==> config.mk <==
export PLATFORM = sky130hd
export DESIGN_NAME = uart_rx
export DESIGN_NICKNAME = d
export VERILOG_FILES = /design/src/rtl/uart_pkg.sv /design/src/rtl/uart_baud_gen.sv /design/src/rtl/uart_rx.sv
export SDC_FILE = /design/constraint.sdc
export NUM_CORES = 1
export LEC_CHECK = 0
export ABC_AREA = 1
export CAP_MARGIN = 10
export CORE_MARGIN = 4
export CORE_UTILIZATION = 45
export CTS_CLUSTER_DIAMETER = 30
export CTS_CLUSTER_SIZE = 10
export DETAILED_ROUTE_END_ITERATION = 12
export GPL_TIMING_DRIVEN = 0
export PLACE_DENSITY = 0.69
export SYNTH_ARGS = -nofsm -noshare
export SYNTH_HDL_FRONTEND = slang
export SYNTH_SLANG_ARGS = --single-unit
==> constraint.sdc <==
create_clock -name clk -period 1.9 [get_ports clk]
set_input_delay 0.38 -clock clk [delete_from_list [all_inputs] [get_ports clk]]
set_output_delay 0.38 -clock clk [all_outputs]
set_load 0.01 [all_outputs]
==> src/rtl/uart_pkg.sv <==
// uart_pkg: definitions shared by the UART receiver, transmitter and FIFO bench.
//   rx_state_t         - receiver FSM state encoding
//   OVERSAMPLE_DEFAULT - default number of sample ticks per bit period
// Optional feature macro: UART_RX_PARITY_EN (adds the StParity state).

package uart_pkg;

    localparam int unsigned OVERSAMPLE_DEFAULT = 16;

    typedef enum logic [2:0] {
        StIdle,
        StStart,
        StData,
`ifdef UART_RX_PARITY_EN
        StParity,
`endif
        StStop
    } rx_state_t;

endpackage

==> src/rtl/uart_baud_gen.sv <==
// uart_baud_gen: sample-tick generator for the UART receiver.
//   clk   - clock
//   rst   - asynchronous active-low reset
//   clear - holds the divider at 0 (no ticks) while high
//   tick  - one-clk pulse every CLKS_PER_TICK clks while clear is low

module uart_baud_gen #(
    parameter int unsigned CLKS_PER_TICK = 27
) (
    input  logic clk,
    input  logic rst,
    input  logic clear,
    output logic tick
);

    localparam int unsigned CntW = (CLKS_PER_TICK > 1) ? $clog2(CLKS_PER_TICK) : 1;
    localparam logic [CntW-1:0] CntMax = CntW'(CLKS_PER_TICK - 1);

    logic [CntW-1:0] r_cnt;
    logic            w_wrap;

    assign w_wrap = (r_cnt == CntMax);
    assign tick   = w_wrap && !clear;

    always_ff @(posedge clk or negedge rst) begin
        if (!rst) begin
            r_cnt <= '0;
        end else if (clear || w_wrap) begin
            r_cnt <= '0;
        end else begin
            r_cnt <= r_cnt + CntW'(1);
        end
    end

endmodule

==> src/rtl/uart_rx.sv <==
// uart_rx: oversampling UART receiver (start + DATA_BITS LSB-first + stop).
//   clk         - clock
//   rst         - asynchronous active-low reset
//   Rx          - serial line, asynchronous, idle high
//   BIST_Mode   - holds the receiver idle and aborts any frame in progress
//   Rx_Data     - last correctly received word, held between Data_Rdy pulses
//   Data_Rdy    - one-clk pulse when Rx_Data carries a new word
//   Framing_Err - one-clk pulse when the stop bit samples low
//   Rx_Busy     - high whenever the FSM is not idle
//   Parity_Err  - (UART_RX_PARITY_EN only) one-clk pulse on an even-parity mismatch
// Optional feature macro: UART_RX_PARITY_EN (even-parity bit between data and stop).

module uart_rx
    import uart_pkg::*;
#(
    parameter int unsigned DATA_BITS     = 8,
    parameter int unsigned OVERSAMPLE    = OVERSAMPLE_DEFAULT,
    parameter int unsigned CLKS_PER_TICK = 27
) (
    input  logic                 clk,
    input  logic                 rst,
    input  logic                 Rx,
    input  logic                 BIST_Mode,
    output logic [DATA_BITS-1:0] Rx_Data,
    output logic                 Data_Rdy,
    output logic                 Framing_Err,
`ifdef UART_RX_PARITY_EN
    output logic                 Parity_Err,
`endif
    output logic                 Rx_Busy
);

    localparam int unsigned TickW = $clog2(OVERSAMPLE);
    localparam int unsigned BitW  = $clog2(DATA_BITS + 1);
    localparam logic [TickW-1:0] HalfM1  = TickW'(OVERSAMPLE / 2 - 1);
    localparam logic [TickW-1:0] FullM1  = TickW'(OVERSAMPLE - 1);
    localparam logic [BitW-1:0]  LastBit = BitW'(DATA_BITS - 1);

    rx_state_t r_state, w_state_d;

    logic                 r_rx_meta, r_rx_s, r_rx_prev;
    logic [TickW-1:0]     r_tick_cnt;
    logic [BitW-1:0]      r_bit_cnt;
    logic [DATA_BITS-1:0] r_shift;
    logic [DATA_BITS-1:0] r_rx_data;
    logic                 r_data_rdy, r_frm_err;
    logic                 w_tick, w_clear, w_sample, w_fall, w_stop_smp;
    logic                 w_data_rdy_d, w_frm_err_d;
    logic [TickW-1:0]     w_sample_pt;
`ifdef UART_RX_PARITY_EN
    logic                 r_par_bit, r_par_err, w_par_err_d, w_par_ok;
`endif

    // Synchronizer plus one more flop for falling-edge detection. Reset high so the
    // line counts as idle; a start needs a real high-to-low transition of rx_s.
    always_ff @(posedge clk or negedge rst) begin
        if (!rst) begin
            r_rx_meta <= 1'b1;
            r_rx_s    <= 1'b1;
            r_rx_prev <= 1'b1;
        end else begin
            r_rx_meta <= Rx;
            r_rx_s    <= r_rx_meta;
            r_rx_prev <= r_rx_s;
        end
    end

    assign w_fall  = r_rx_prev && !r_rx_s;
    assign w_clear = (r_state == StIdle);

    uart_baud_gen #(
        .CLKS_PER_TICK(CLKS_PER_TICK)
    ) u_baud_gen (
        .clk  (clk),
        .rst  (rst),
        .clear(w_clear),
        .tick (w_tick)
    );

    // START samples half a bit after the edge; later states sample one full bit later.
    assign w_sample_pt = (r_state == StStart) ? HalfM1 : FullM1;
    assign w_sample    = w_tick && (r_tick_cnt == w_sample_pt);

    // State register
    always_ff @(posedge clk or negedge rst) begin
        if (!rst) begin
            r_state <= StIdle;
        end else begin
            r_state <= w_state_d;
        end
    end

    // Next-state logic
    always_comb begin
        w_state_d = r_state;
        unique case (r_state)
            StIdle:   if (w_fall) w_state_d = StStart;
            StStart:  if (w_sample) w_state_d = r_rx_s ? StIdle : StData;
`ifdef UART_RX_PARITY_EN
            StData:   if (w_sample && r_bit_cnt == LastBit) w_state_d = StParity;
            StParity: if (w_sample) w_state_d = StStop;
`else
            StData:   if (w_sample && r_bit_cnt == LastBit) w_state_d = StStop;
`endif
            StStop:   if (w_sample) w_state_d = StIdle;
            default:  w_state_d = StIdle;
        endcase
        if (BIST_Mode) w_state_d = StIdle;
    end

    // Output logic: next values of the registered pulses, plus the busy flag
    always_comb begin
        w_stop_smp  = (r_state == StStop) && w_sample && !BIST_Mode;
        w_frm_err_d = w_stop_smp && !r_rx_s;
`ifdef UART_RX_PARITY_EN
        // Even parity: data bits plus parity bit carry an even number of ones.
        w_par_ok     = ~(^{r_shift, r_par_bit});
        w_data_rdy_d = w_stop_smp && r_rx_s && w_par_ok;
        w_par_err_d  = w_stop_smp && r_rx_s && !w_par_ok;
`else
        w_data_rdy_d = w_stop_smp && r_rx_s;
`endif
        Rx_Busy = (r_state != StIdle);
    end

    // Sample/bit counters and shift register; cleared whenever the FSM is (or is forced) idle.
    always_ff @(posedge clk or negedge rst) begin
        if (!rst) begin
            r_tick_cnt <= '0;
            r_bit_cnt  <= '0;
            r_shift    <= '0;
`ifdef UART_RX_PARITY_EN
            r_par_bit  <= 1'b0;
`endif
        end else if (r_state == StIdle || BIST_Mode) begin
            r_tick_cnt <= '0;
            r_bit_cnt  <= '0;
        end else if (w_tick) begin
            if (w_sample) begin
                r_tick_cnt <= '0;
                if (r_state == StData) begin
                    r_shift   <= {r_rx_s, r_shift[DATA_BITS-1:1]};
                    r_bit_cnt <= r_bit_cnt + BitW'(1);
                end
`ifdef UART_RX_PARITY_EN
                if (r_state == StParity) r_par_bit <= r_rx_s;
`endif
            end else begin
                r_tick_cnt <= r_tick_cnt + TickW'(1);
            end
        end
    end

    // Registered outputs
    always_ff @(posedge clk or negedge rst) begin
        if (!rst) begin
            r_rx_data  <= '0;
            r_data_rdy <= 1'b0;
            r_frm_err  <= 1'b0;
`ifdef UART_RX_PARITY_EN
            r_par_err  <= 1'b0;
`endif
        end else begin
            r_data_rdy <= w_data_rdy_d;
            r_frm_err  <= w_frm_err_d;
`ifdef UART_RX_PARITY_EN
            r_par_err  <= w_par_err_d;
`endif
            if (w_data_rdy_d) r_rx_data <= r_shift;
        end
    end

    assign Rx_Data     = r_rx_data;
    assign Data_Rdy    = r_data_rdy;
    assign Framing_Err = r_frm_err;
`ifdef UART_RX_PARITY_EN
    assign Parity_Err  = r_par_err;
`endif

endmodule

==> results.txt <==
- Number of standard cells after synthesis: 178
- Compound-gate portion of the synthesized area: 0.111
- Post-synthesis share of cell area spent on full adders, half adders and majority gates: 0.0291
- In this run, post-CTS hold repair placed 0 buffers.
- Starting utilization of the core area: 0.466
- After clock tree synthesis, the clock-pin slew on the worst setup and hold paths is 0.07 ns.
* Yosys warns: 0
- Switching power as a share of total power: 0.352
- Of the total synthesized cell area, the portion taken by XOR and XNOR cells is 0.0153.
* Worst Skew: 0.00826 ns
* Number of antenna violations at the first check in global routing: 0
- In this run the worst path has a maximum fanout of 6.
- Maximum number of pins on one net before global-route repair: 37
* Overall power consumption: 2.24 mW
- Count of endpoints failing hold in the final timing report: 0
- Detailed Place HPWL: 2.22 mm
- Clock group share of total power: 0.249
* Clock tree from TritonCTS: built
- The repair_antennas step left the layout with diodes totalling 0.
- The worst path needs about 1.8 ns of the cycle, external delays included.
* Setup violation total in the final timing report: 0
* Max H-tree Level: 2
- Share of the synthesized area in the top cell type: 0.480
- In this run the tool buffered the top-level ports with 14 buffer cells.
- The clock passes through at most 2 buffers.
- The number of different library cells used by synthesis comes to 26.
- Die ar.: 4880 sq um
- 15 I/O pins were placed.
- Post-synthesis mux area share: 0
* Setup TNS Final: 0 ns
- Floorplan die width: 69.8 um
- Syn_area_per_cell: 9.67 sq um
- Total clock buffers created by CTS: 5
- Via/cell ratio: 4.89
* Clock latency on the worst-skew pair: 0.29 ns
- Result of the run: finished clean
- Fmax achieved: 0.556 GHz
- The die is 69.8 um tall.
* Global route total overflow: 0
* Endpoint class of the critical path: primary output
* Dominant cell type by area after synthesis: dfrtp_1
- The count of pins over their slew limit was 0.
- The worst-case IR drop observed on VDD is ~700 uV.
- Number of DRC violations after detailed routing: 0
* Fin nets: roughly 210
* Syn-to-layout area delta: 21.3%
* Startpoint kind of the worst setup timing path: flip-flop
* Leading cell type in the layout, fill and taps excluded: nand2_1
* Number of detailed-route iterations in the first pass: 4
- By area, the combinational part of the netlist is dominated by simple AND/OR/NAND/NOR gates.
- The internal portion of the total power is 1.45 mW.
* Sink count of the clock tree: 36
* Simple logic cell fraction of the synthesized area: 0.254
- Of the cells placed in the final design, the portion with a size suffix greater than 1 is 0.272.
* Ratio of final minimum period to clock period: 0.947
- First-pass GRT wire length: 5.82 mm
* Cell leakage power: 0.973 nW
- Synthesis produced a netlist with a net count of 186.
* Via count of the first global-routing pass: 1,319
- The share of the Yosys chip area taken by registers is 0.526.
- Arrival time reported for the critical path endpoint: ~1.4 ns
- The tightest min-delay check is of the input port to asynchronous set/reset pin type.
- For this block, the via count after detailed routing is 1,242.
* Total wire length after detailed routing: 3.17 mm
* Commonest cells after routing, fill and taps aside: nand2_1 (44), dfrtp_1 (32), inv_1 (18), o21ai_2 (16), clkdlybuf4s50_1 (13)
* Setup slack of the worst register-to-register path: 0.15 ns
* Worst Path Class, Setup: flip-flop to primary output
- Net switching power: 788 uW
- Dividing total power by cell area gives a power density of between 1000 and 1500 nW/um^2.
* Floorplan core area: approximately 3700 sq um
- Cell area after technology mapping: 1720 sq um
- By area the synthesized netlist is led by dfrtp_1 (48%), nand2_1 (9.6%), o21ai_2 (8.1%).
- The share of total power dissipated in sequential elements is 0.448.
* Number of DRC markers in iteration 0: 76
- In this run the tightest slew margin relative to its limit is 0.472.
* Synthesized flop and latch total: 36
- Rows: 22
- STA puts the critical path data required time at 1.52 ns.
- The congestion estimate from routability-driven global placement came to 0.842.
- After detailed routing, the average wire length per cell comes to 12.5 um.
* # Max-Cap Violations: 0
- Combinational share of power: 0.303
* Slew at the pin closest to its max-slew limit: 0.792 ns
* Global Route Usage Sum: 0.152
- The tree is rooted in a clkbuf_8.
- The count of nets left with antenna violations once routing finished came out at 0.
[path summary, 6_finish.rpt]
path	startpoint	to	cells past startpoint
min reg2reg	r_rx_meta$_DFF_PN1_	r_rx_s$_DFF_PN1_	0
max	r_state[0]$_DFFE_PN0P_	Rx_Busy	3
min in group clk	r_rx_meta$_DFF_PN1_	r_rx_s$_DFF_PN1_	0
max reg2reg	u_baud_gen.r_cnt[0]$_DFF_PN0_	Rx_Data[4]$_DFFE_PN0P_	12
max in group asynchronous	rst	r_state[0]$_DFFE_PN0P_	1
min	rst	r_shift[3]$_DFFE_PN0P_	1
[final cells by class]
type / instances / area (sq um)
plain buffers: 2 / 35.0
clock buffers: 8 / 90.1
fillers: 322 / 1600
inverters: 24 / 90.1
multi-input cells: 116 / 708
flip-flops and latches: 36 / 906
well taps: 48 / 60.1
repair buffers: 20 / 198
[metrics by stage]
step                cell area [sq um]  setup WS [ns]  std cells  utilization  hold slack (ns)
floorplan                        1720          0.272        178            -           0.0844
global placement                 1920         -0.314        240        0.521            0.347
detailed placement               1920         -0.122        240        0.519            0.350
CTS                              2020         0.0624        249        0.547            0.186
global route                     2090       -0.00310        254        0.566            0.217
finish                           2090          0.101        254        0.566            0.171
[cell families (layout without fill, tap and decap cells)]
family,Yosys count,count (layout)
AND/OR/NAND/NOR,83,83
flip-flops,36,36
AO/OA/AOI/OAI,26,26
buffers and inverters,26,54
adder cells (fa/ha/maj),4,4
XOR/XNOR,3,3
[cells in the mapped netlist]
master and n:
nor4_1 1, nor2_8 1, nand2_1 44, xor2_1 2, nand2_4 2, nand4_1 1
nand3_1 9, or2_2 1, nand2_2 2, nor2_4 6, inv_1 18, dfrtp_1 33
o21ai_0 4, inv_2 5, xnor2_1 1, ha_1 4, clkinv_1 1, buf_6 2
nor2_1 12, nor2_2 2, a21oi_1 5, nand3_4 1, o21ai_2 16, dfstp_2 3
o21ai_1 1, nand3_2 1
[layer usage]
layer,track usage,up-vias,part of all wire
li1,-,618,-
met1,0.173,583,0.42
met2,0.244,28,0.50
met3,0.0609,13,0.049
met4,0.0766,0,0.028
met5,0,-,0
[power by group through the flow]
| stage | logic, mW | registers (mW) | clock network (mW) |
|---|---|---|---|
| 3_5_place_dp | 0.618 | 1.01 | 0 |
| 3_3_place_gp | 0.592 | 0.999 | 0 |
| 5_1_grt | 0.781 | 1.02 | 0.619 |
| 2_1_floorplan | 0.479 | 0.984 | 0 |
| 4_1_cts | 0.647 | 0.998 | 0.579 |
| 6_report | 0.677 | 1.00 | 0.558 |
[critical path: stages, from the launching register on]
cell	delay (ns)
dfrtp_2	0.46
nor2_4	0.14
inv_1	0.06
clkdlybuf4s50_1	0.47
[flip-flops by register name (all words and copies together) (netlist names)]
signal / flops
Data_Rdy: 1
Framing_Err: 1
Rx_Data: 8
r_bit_cnt: 4
r_rx_meta: 1
r_rx_prev: 1
r_rx_s: 1
r_shift: 8
r_state: 2
r_tick_cnt: 4
u_baud_gen.r_cnt: 5
[timing repair]
action	in CTS	in global routing
gates resized for setup	1	4
pin swaps	1	3
setup buffers	1	4
gates cloned	0	1
setup endpoints to repair	1	5
endpoints found under the hold margin	0	0
No activity file was read; power rests on OpenSTA's default activity.
